**config.mk**
```make
export PLATFORM = sky130hd
export DESIGN_NAME = branch_tgt_buf
export DESIGN_NICKNAME = d
export VERILOG_FILES = /design/src/rtl/branch_tgt_buf.sv
export SDC_FILE = /design/constraint.sdc
export NUM_CORES = 1
export LEC_CHECK = 0
export ABC_AREA = 1
export BUFFER_PORTS_ARGS = -buffer_cell sky130_fd_sc_hd__buf_2
export CAP_MARGIN = 20
export CORE_MARGIN = 4
export CORE_UTILIZATION = 50
export CTS_CLUSTER_SIZE = 28
export DETAILED_ROUTE_END_ITERATION = 8
export PLACE_DENSITY_LB_ADDON = 0.1
export SETUP_SLACK_MARGIN = 0.3
export SYNTH_ARGS = -nofsm -noshare
export SYNTH_HDL_FRONTEND = slang
export SYNTH_SLANG_ARGS = --single-unit
```
**constraint.sdc**
```tcl
create_clock -name clk -period 2.6 [get_ports clk]
set_input_delay 0.26 -clock clk [delete_from_list [all_inputs] [get_ports clk]]
set_output_delay 0.26 -clock clk [all_outputs]
set_load 0.01 [all_outputs]
```
**src/rtl/branch_tgt_buf.sv**
```systemverilog
// ---------------------------------------------------------------------------
// branch_tgt_buf
//   Direct-mapped branch target buffer for the fetch stage. A fetch PC is
//   looked up combinationally; resolved branches from EX train the table on
//   the rising clock edge. The fetch-stage hit is carried down the pipe
//   (IM/ID, ID/EX) so EX can tell whether the instruction was predicted taken.
//
//   Optional feature macro: BTB_2BIT_CTR_EN
//     defined   : each entry has a 2-bit saturating counter; hit needs ctr[1].
//     undefined : no counters; hit = valid + tag match, a not-taken update
//                 that matches invalidates the entry.
//
// Ports
//   clk            rising-edge clock
//   rst_n          asynchronous active-low reset
//   pc[15:0]       fetch-stage PC to look up
//   stall_IM_ID    pipe stall (shared with the PC logic)
//   flush          taken flow change resolved in EX; squashes younger stages
//   upd_vld        a branch/jump resolved in EX this cycle
//   upd_pc[15:0]   address of the resolved branch
//   upd_taken      resolved direction
//   upd_tgt[15:0]  resolved target
//   btb_hit        fetch-stage taken prediction (combinational)
//   btb_nxt_pc     predicted target, 16'h0000 when btb_hit=0
//   btb_hit_ID_EX  btb_hit aligned with the instruction in EX
//
// Update interface: upd_vld is a one-way valid with no ready. The table
// always accepts; an update is consumed on every rising edge where
// upd_vld=1 and rst_n=1, regardless of stall_IM_ID.
// ---------------------------------------------------------------------------
module branch_tgt_buf #(
   parameter int IDX_W = 4
) (
   input  logic        clk,
   input  logic        rst_n,
   input  logic [15:0] pc,
   input  logic        stall_IM_ID,
   input  logic        flush,
   input  logic        upd_vld,
   input  logic [15:0] upd_pc,
   input  logic        upd_taken,
   input  logic [15:0] upd_tgt,
   output logic        btb_hit,
   output logic [15:0] btb_nxt_pc,
   output logic        btb_hit_ID_EX
);

   localparam int DEPTH = 1 << IDX_W;
   localparam int TAG_W = 16 - IDX_W;

   logic [DEPTH-1:0] valid_q;
   logic [TAG_W-1:0] tag_q [DEPTH];
   logic [15:0]      tgt_q [DEPTH];
`ifdef BTB_2BIT_CTR_EN
   logic [1:0]       ctr_q [DEPTH];
`endif

   logic             btb_hit_IM_ID;

   // ------------------------------------------------------------------
   // Lookup: reads the registered table, so an update to the same index
   // in the same cycle is only visible from the next cycle on.
   // ------------------------------------------------------------------
   logic [IDX_W-1:0] rd_idx;
   logic [TAG_W-1:0] rd_tag;
   logic             rd_match;

   assign rd_idx   = pc[IDX_W-1:0];
   assign rd_tag   = pc[15:IDX_W];
   assign rd_match = valid_q[rd_idx] && (tag_q[rd_idx] == rd_tag);

`ifdef BTB_2BIT_CTR_EN
   assign btb_hit = rd_match && ctr_q[rd_idx][1];
`else
   assign btb_hit = rd_match;
`endif

   assign btb_nxt_pc = btb_hit ? tgt_q[rd_idx] : 16'h0000;

   // ------------------------------------------------------------------
   // Update
   // ------------------------------------------------------------------
   logic [IDX_W-1:0] wr_idx;
   logic [TAG_W-1:0] wr_tag;
   logic             wr_match;

   assign wr_idx   = upd_pc[IDX_W-1:0];
   assign wr_tag   = upd_pc[15:IDX_W];
   assign wr_match = valid_q[wr_idx] && (tag_q[wr_idx] == wr_tag);

   always_ff @(posedge clk or negedge rst_n) begin
      if (!rst_n) begin
         valid_q <= '0;
         for (int i = 0; i < DEPTH; i++) begin
            tag_q[i] <= '0;
            tgt_q[i] <= '0;
`ifdef BTB_2BIT_CTR_EN
            // Weakly not-taken, so a fresh entry never predicts by itself.
            ctr_q[i] <= 2'b01;
`endif
         end
      end else if (upd_vld) begin
`ifdef BTB_2BIT_CTR_EN
         if (wr_match) begin
            if (upd_taken) begin
               ctr_q[wr_idx] <= (ctr_q[wr_idx] == 2'b11) ? 2'b11 : ctr_q[wr_idx] + 2'd1;
               tgt_q[wr_idx] <= upd_tgt;
            end else begin
               ctr_q[wr_idx] <= (ctr_q[wr_idx] == 2'b00) ? 2'b00 : ctr_q[wr_idx] - 2'd1;
            end
         end else if (upd_taken) begin
            // Allocate weakly taken so the next fetch of this branch predicts.
            valid_q[wr_idx] <= 1'b1;
            tag_q[wr_idx]   <= wr_tag;
            tgt_q[wr_idx]   <= upd_tgt;
            ctr_q[wr_idx]   <= 2'b10;
         end
`else
         if (upd_taken) begin
            valid_q[wr_idx] <= 1'b1;
            tag_q[wr_idx]   <= wr_tag;
            tgt_q[wr_idx]   <= upd_tgt;
         end else if (wr_match) begin
            valid_q[wr_idx] <= 1'b0;
         end
`endif
      end
   end

   // ------------------------------------------------------------------
   // Prediction pipe. Flush wins over stall; a stall holds IM/ID and
   // sends a bubble into ID/EX.
   // ------------------------------------------------------------------
   always_ff @(posedge clk or negedge rst_n) begin
      if (!rst_n) begin
         btb_hit_IM_ID <= 1'b0;
         btb_hit_ID_EX <= 1'b0;
      end else begin
         if (flush) begin
            btb_hit_IM_ID <= 1'b0;
         end else if (!stall_IM_ID) begin
            btb_hit_IM_ID <= btb_hit;
         end
         btb_hit_ID_EX <= (flush || stall_IM_ID) ? 1'b0 : btb_hit_IM_ID;
      end
   end

endmodule

```
# After elaboration in Yosys (flattened, before gate mapping)
# Index checks and enable logic that the tools add are counted.
[word_totals]
ff_bits = 466
input_bits = 54
elab_cells = 84
[classes]
n_lt_le_gt_ge = 6
n_eq_ne = 3
muxes = 27
n_bitwise = 5
n_reduce_logical = 8
[ops]
columns = ["op", "n"]
rows = [
  ["$bwmux W256", 1],
  ["$bwmux W192", 1],
  ["$bmux W12 S4", 2],
  ["$mux W16", 6],
  ["$bmux W16 S4", 1],
  ["$demux W16 S4", 1],
  ["$mux W12", 5],
  ["$demux W12 S4", 1],
  ["$eq A12 B12 Y1", 2],
  ["$and A16 B16 Y16", 1],
  ["$not A16 Y16", 1],
  ["$or A16 B16 Y16", 1],
  ["$ge A5 B5 Y1 const B", 2],
  ["$lt A4 B5 Y1 const B", 2],
  ["$not A4 Y5", 2],
  ["$bmux W1 S4", 2],
  ["$mux W1", 6],
  ["$lt A5 B1 Y1 const B", 1],
  ["$demux W1 S4", 1],
  ["$ge A4 B1 Y1 const B", 1],
  ["$logic_and A1 B1 Y1", 4],
  ["$reduce_and A2 Y1", 2],
  ["$ne A2 B1 Y1 const B", 1],
  ["$reduce_bool A2 Y1", 1],
  ["$logic_or A1 B1 Y1", 1],
]

# Longest topological paths before layout
[logic_depth]
word_depth = 8
depth_mapped = 19

# Worst setup path before layout
# OpenSTA, ideal clock, no wires.
[synth_path]
kind = "input-to-output"
from = "input port pc[1]"
to = "output port btb_nxt_pc[0]"
arrival_time_ns = 1.835
slack_ns = 0.505
stages = 8
path_buffers = 4
path_cell_list = "buf_2 -> buf_2 -> clkbuf_1 -> buf_1 -> a21oi_1 -> a221oi_1 -> nor3_1 -> nor3_1"
[synth_via]
elab_chain_cells = 7
word_cells_on_any_way = 12
classes_between = "1 x eq/ne; 9 x mux; 1 x bitwise; 1 x reduce/logical"
[synth_rtl]
columns = ["item", "line", "source"]
rows = [
  ["start, declared", "36", "input logic [15:0] pc,"],
  ["$not A4 Y5 (not written as such)", "70, 78", ""],
  ["$bmux W12 S4", "70", "assign rd_match = valid_q[rd_idx] && (tag_q[rd_idx] == rd_tag);"],
  ["$mux W12 (not written as such) (2 in series)", "70", ""],
  ["$eq A12 B12 Y1", "70", ""],
  ["$logic_and A1 B1 Y1", "70", ""],
  ["$mux W16 (*)", "78", "assign btb_nxt_pc = btb_hit ? tgt_q[rd_idx] : 16'h0000;"],
  ["end, declared", "44", "output logic [15:0] btb_nxt_pc,"],
]
# Mark *: on every way between the ends. The rest lies on a longest branch, timed or not. The select of a mux whose other input is x is not followed.

# Worst setup path in the final report
[layout_path]
from = "register tag_q[53] in the netlist's numbering"
to = "output port btb_nxt_pc[13]"
[layout_via]
elab_chain_cells = 6
[layout_rtl]
columns = ["item", "line", "source"]
rows = [
  ["start, declared", "52", "logic [TAG_W-1:0] tag_q [DEPTH];"],
  ["start signal, assigned by index", "121", "tag_q[wr_idx] <= wr_tag;"],
  ["$bmux W12 S4", "70", ""],
  ["$mux W12 (not written as such) (2 in series)", "70", ""],
  ["$eq A12 B12 Y1", "70", ""],
  ["$logic_and A1 B1 Y1", "70", ""],
  ["$mux W16", "78", ""],
]
# No other way between the ends. The select of a mux whose other input is x is not followed.

==> reports/metrics.yaml <==
yosys:
  ys_async_sr_fraction_pct: 100
  synthSimpleGateAreaFrac_pct: 24.4
  synth_compound_area_share_pct: 19.2
  ys.flop_type: "dfrtp_1"
  synthAdderAreaFrac_pct: 0
  ys_types: 31
  synthMuxAreaShare_pct: 0
  synth_top_family_by_area: "simple AND/OR/NAND/NOR gates"
  synthXorXnorAreaFrac_pct: 0
  ys_seq_elements: 466
  netlist.area_leader.share_pct: 49.4
  syn_inst: 3134
  yosysSeqAreaShare_pct: 49.4
  synthTopCellsByArea: "dfrtp_1, nand2_1, o21ai_0, a21oi_1, clkbuf_1"
  synth_edf_count: 0
  synth_warnings: 0
  synth_area_leader_cell: "dfrtp_1"
  mappedNetlistArea_sq_um: 23600
  syn_area_per_cell_sq_um: 7.53
  syn_nets: 3188
sta:
  clock.fmax_mhz: 350
  min_period_ps: 2850
  fin_crit_sh_pct: 110
  tightest_slew_ps: 909
  setup_ws_ps: -254
  hold_viol: 0
  rsz0062_at_grt: "yes"
  fin_worst_skew_ps: 13.0
  final_max_slew_viol_count: 0
  setup_viol: 17
  slew_headroom_pct: 38.9
pwr:
  switching_share_pct: 29.5
  combPwrFrac_pct: 17.0
  pwr-share-clk_pct: 36.9
  p_leak_nw: 12.9
  power_frac_seq_pct: 46.1
  power.density_nw_per_um2: 761
  ir_worst_vdd_mv: 0.592
  switching_power_w: 0.00607
  p_int_w: 0.0145
placed_design:
  pre_cts_ws_ps: -82.8
  port_buffers: 71
  place_hpwl_um: 47300
  place.gp.congestion: 0.894
final_layout:
  drive_gt1_share_pct: 10.9
  areaGrowthSynthToFinish_pct: 14.5
  fin_util_pct: 58.0
  antenna_cells: 0
  fin_nets: 3177
outcome:
  status: "finished with violations"
  violations: "negative setup slack"
cts:
  insertion_delay_ps: 610
  clk_pin_slew_ps: 50
  clockBufferDepth: 3
  cts_tree: "done"
  cts_sinks: 466
  numCtsBuffers: 51
  clock-root-buffer: "clkbuf_16"
  htree_levels: 2
grt:
  grt_max_degree: 91
  grt_pass1_wl_um: 122000
  globalRouteOverflowTotal: 0
  antenna_found_initial: 0
  track_usage_pct: 30.6
  grt_pass1_vias: 20700
route:
  wl_per_cell_um: 20.8
  vias_per_cell: 5.84
  first_pass_iters: 6
  drc: 0
  final_antenna_net_count: 0
  drt-total-wl_um: 78300
  drt_iter0_drc: 2565
  detailroute.via_count: 22000
floorplan:
  num_io_pins: 72
  die_x_um: 225
  die_h_um: 225
  start_util_pct: 50.6
  fp-row-count: 79
  dieArea_sq_um: 50800
  core_sq_um: 46700
critical_path:
  cp.required_ps: 2340
  endpoint_kind: "output pin"
  critPathKind: "reg2out"
  cp-start-kind: "flop"
  worstPathArrival_ps: 2590
  cp_max_fo: 7
worst_hold_path:
  hp-class: "in2async"
run:
  cap_violations: 0
-- stage by stage --
step | TNS [ps] | power, W | instance area [sq um] | hold slack, ps | instances
6_report | -3480 | 0.0206 | 27000 | 144 | 3769
5_1_grt | -5220 | 0.0217 | 27000 | 144 | 3769
4_1_cts | -3640 | 0.0206 | 26800 | 125 | 3766
3_5_place_dp | -424 | 0.0130 | 24900 | 171 | 3667
3_3_place_gp | -30.3 | 0.0128 | 24900 | 172 | 3667
2_1_floorplan | 0 | 0.0117 | 23600 | -35.6 | 3134
-- cell families (layout without fill, tap and decap cells) --
kind of cell	Yosys count	after routing
buffers and inverters	383	411
AOI/OAI and AO/OA	826	826
and+or+nand+nor	1459	1459
DFF	466	466
-- Yosys cell counts, types with 3 or more instances --
cell,instances
nand2_1,1215
o21ai_0,534
dfrtp_1,466
clkbuf_1,160
a21oi_1,136
inv_1,123
nand3_1,102
nor2_1,91
buf_2,49
a221oi_1,48
o211ai_1,43
o21ai_1,39
nor3_1,24
buf_1,22
buf_6,18
nand3_2,11
a221o_1,8
a32o_1,8
o31ai_1,8
buf_4,6
nand2_2,4
nand4_1,4
inv_2,3
nand3b_1,3
nor2_4,3
-- path summary, 6_finish.rpt --
kind                        startpoint  slack [ps]        endpoint  depth (start not counted)
setup / recovery             tag_q[53]        -250  btb_nxt_pc[13]                         11
hold / removal                   rst_n         140      tag_q[149]                          2
setup reg to reg            tag_q[161]         570            flop                         15
hold reg to reg                   flop         480            flop                          2
max in group asynchronous        rst_n        1560       tgt_q[85]                          4
min in group clk           upd_tgt[15]         150      tgt_q[191]                          3
-- power by group through the flow --
stage                     Clock [W]  Sequential (W)  Combinational, W
after floorplan                   0         0.00932           0.00243
final                       0.00758         0.00949           0.00350
after CTS                   0.00771         0.00945           0.00346
after global placement            0         0.00952           0.00331
after global routing        0.00802         0.00963           0.00406
after detailed placement          0         0.00956           0.00342
-- metal layers --
metal | wire length [um] | vias up | global-route usage (%)
met3 | 6530 | 173 | 5.03
li1 | - | 10300 | -
met1 | 33600 | 10500 | 43.5
met2 | 35000 | 1028 | 47.4
met5 | 0 | - | 0
met4 | 3170 | 0 | 11.8
-- cell usage in the layout, fill, tap and decap left out, drive strengths merged, types with 7 or more instances in the layout --
cell	instances
nand2	1219
a221oi	48
dfrtp	466
buf	186
a221o	8
a32o	8
nor3	24
a21oi	137
nand3	113
o31ai	8
inv	128
clkbuf	77
clkinv	7
o21ai	573
nor2	95
o211ai	43
-- final cells by class --
cell class / instances / area (sq um)
inverter: 128 / 490
timing repair buffer: 191 / 1820
sequential: 466 / 11700
clock inverter: 16 / 278
tap: 607 / 759
fill: 4316 / 19600
multi-input combinational: 2285 / 10600
clock buffer: 76 / 1480
-- registers in the layout, summed over array words and instances (netlist names), named ones only --
register       flops
btb_hit_IM_ID      1
tgt_q            256
tag_q            192
btb_hit_ID_EX      1
-- timing repair --
item,in CTS,in global routing
cloned,0,1
gates resized for setup,22,53
pin swaps,5,11
setup buffers,3,2
hold endpoints to repair,358,0
endpoints found under the setup margin,17,17
hold buffers,4,0
-- critical path, stage by stage, from the launching register on --
cell and delay (ps):
dfrtp_1 400, o211ai_1 220, nand3_1 120, nand3_2 110, buf_4 120, a21oi_4 50, nand3b_1 190, nor2_4 200
nand2_8 120, buf_4 160, nor2_4 160, buf_6 130
Note: power is estimated with default switching activity, not from simulation.
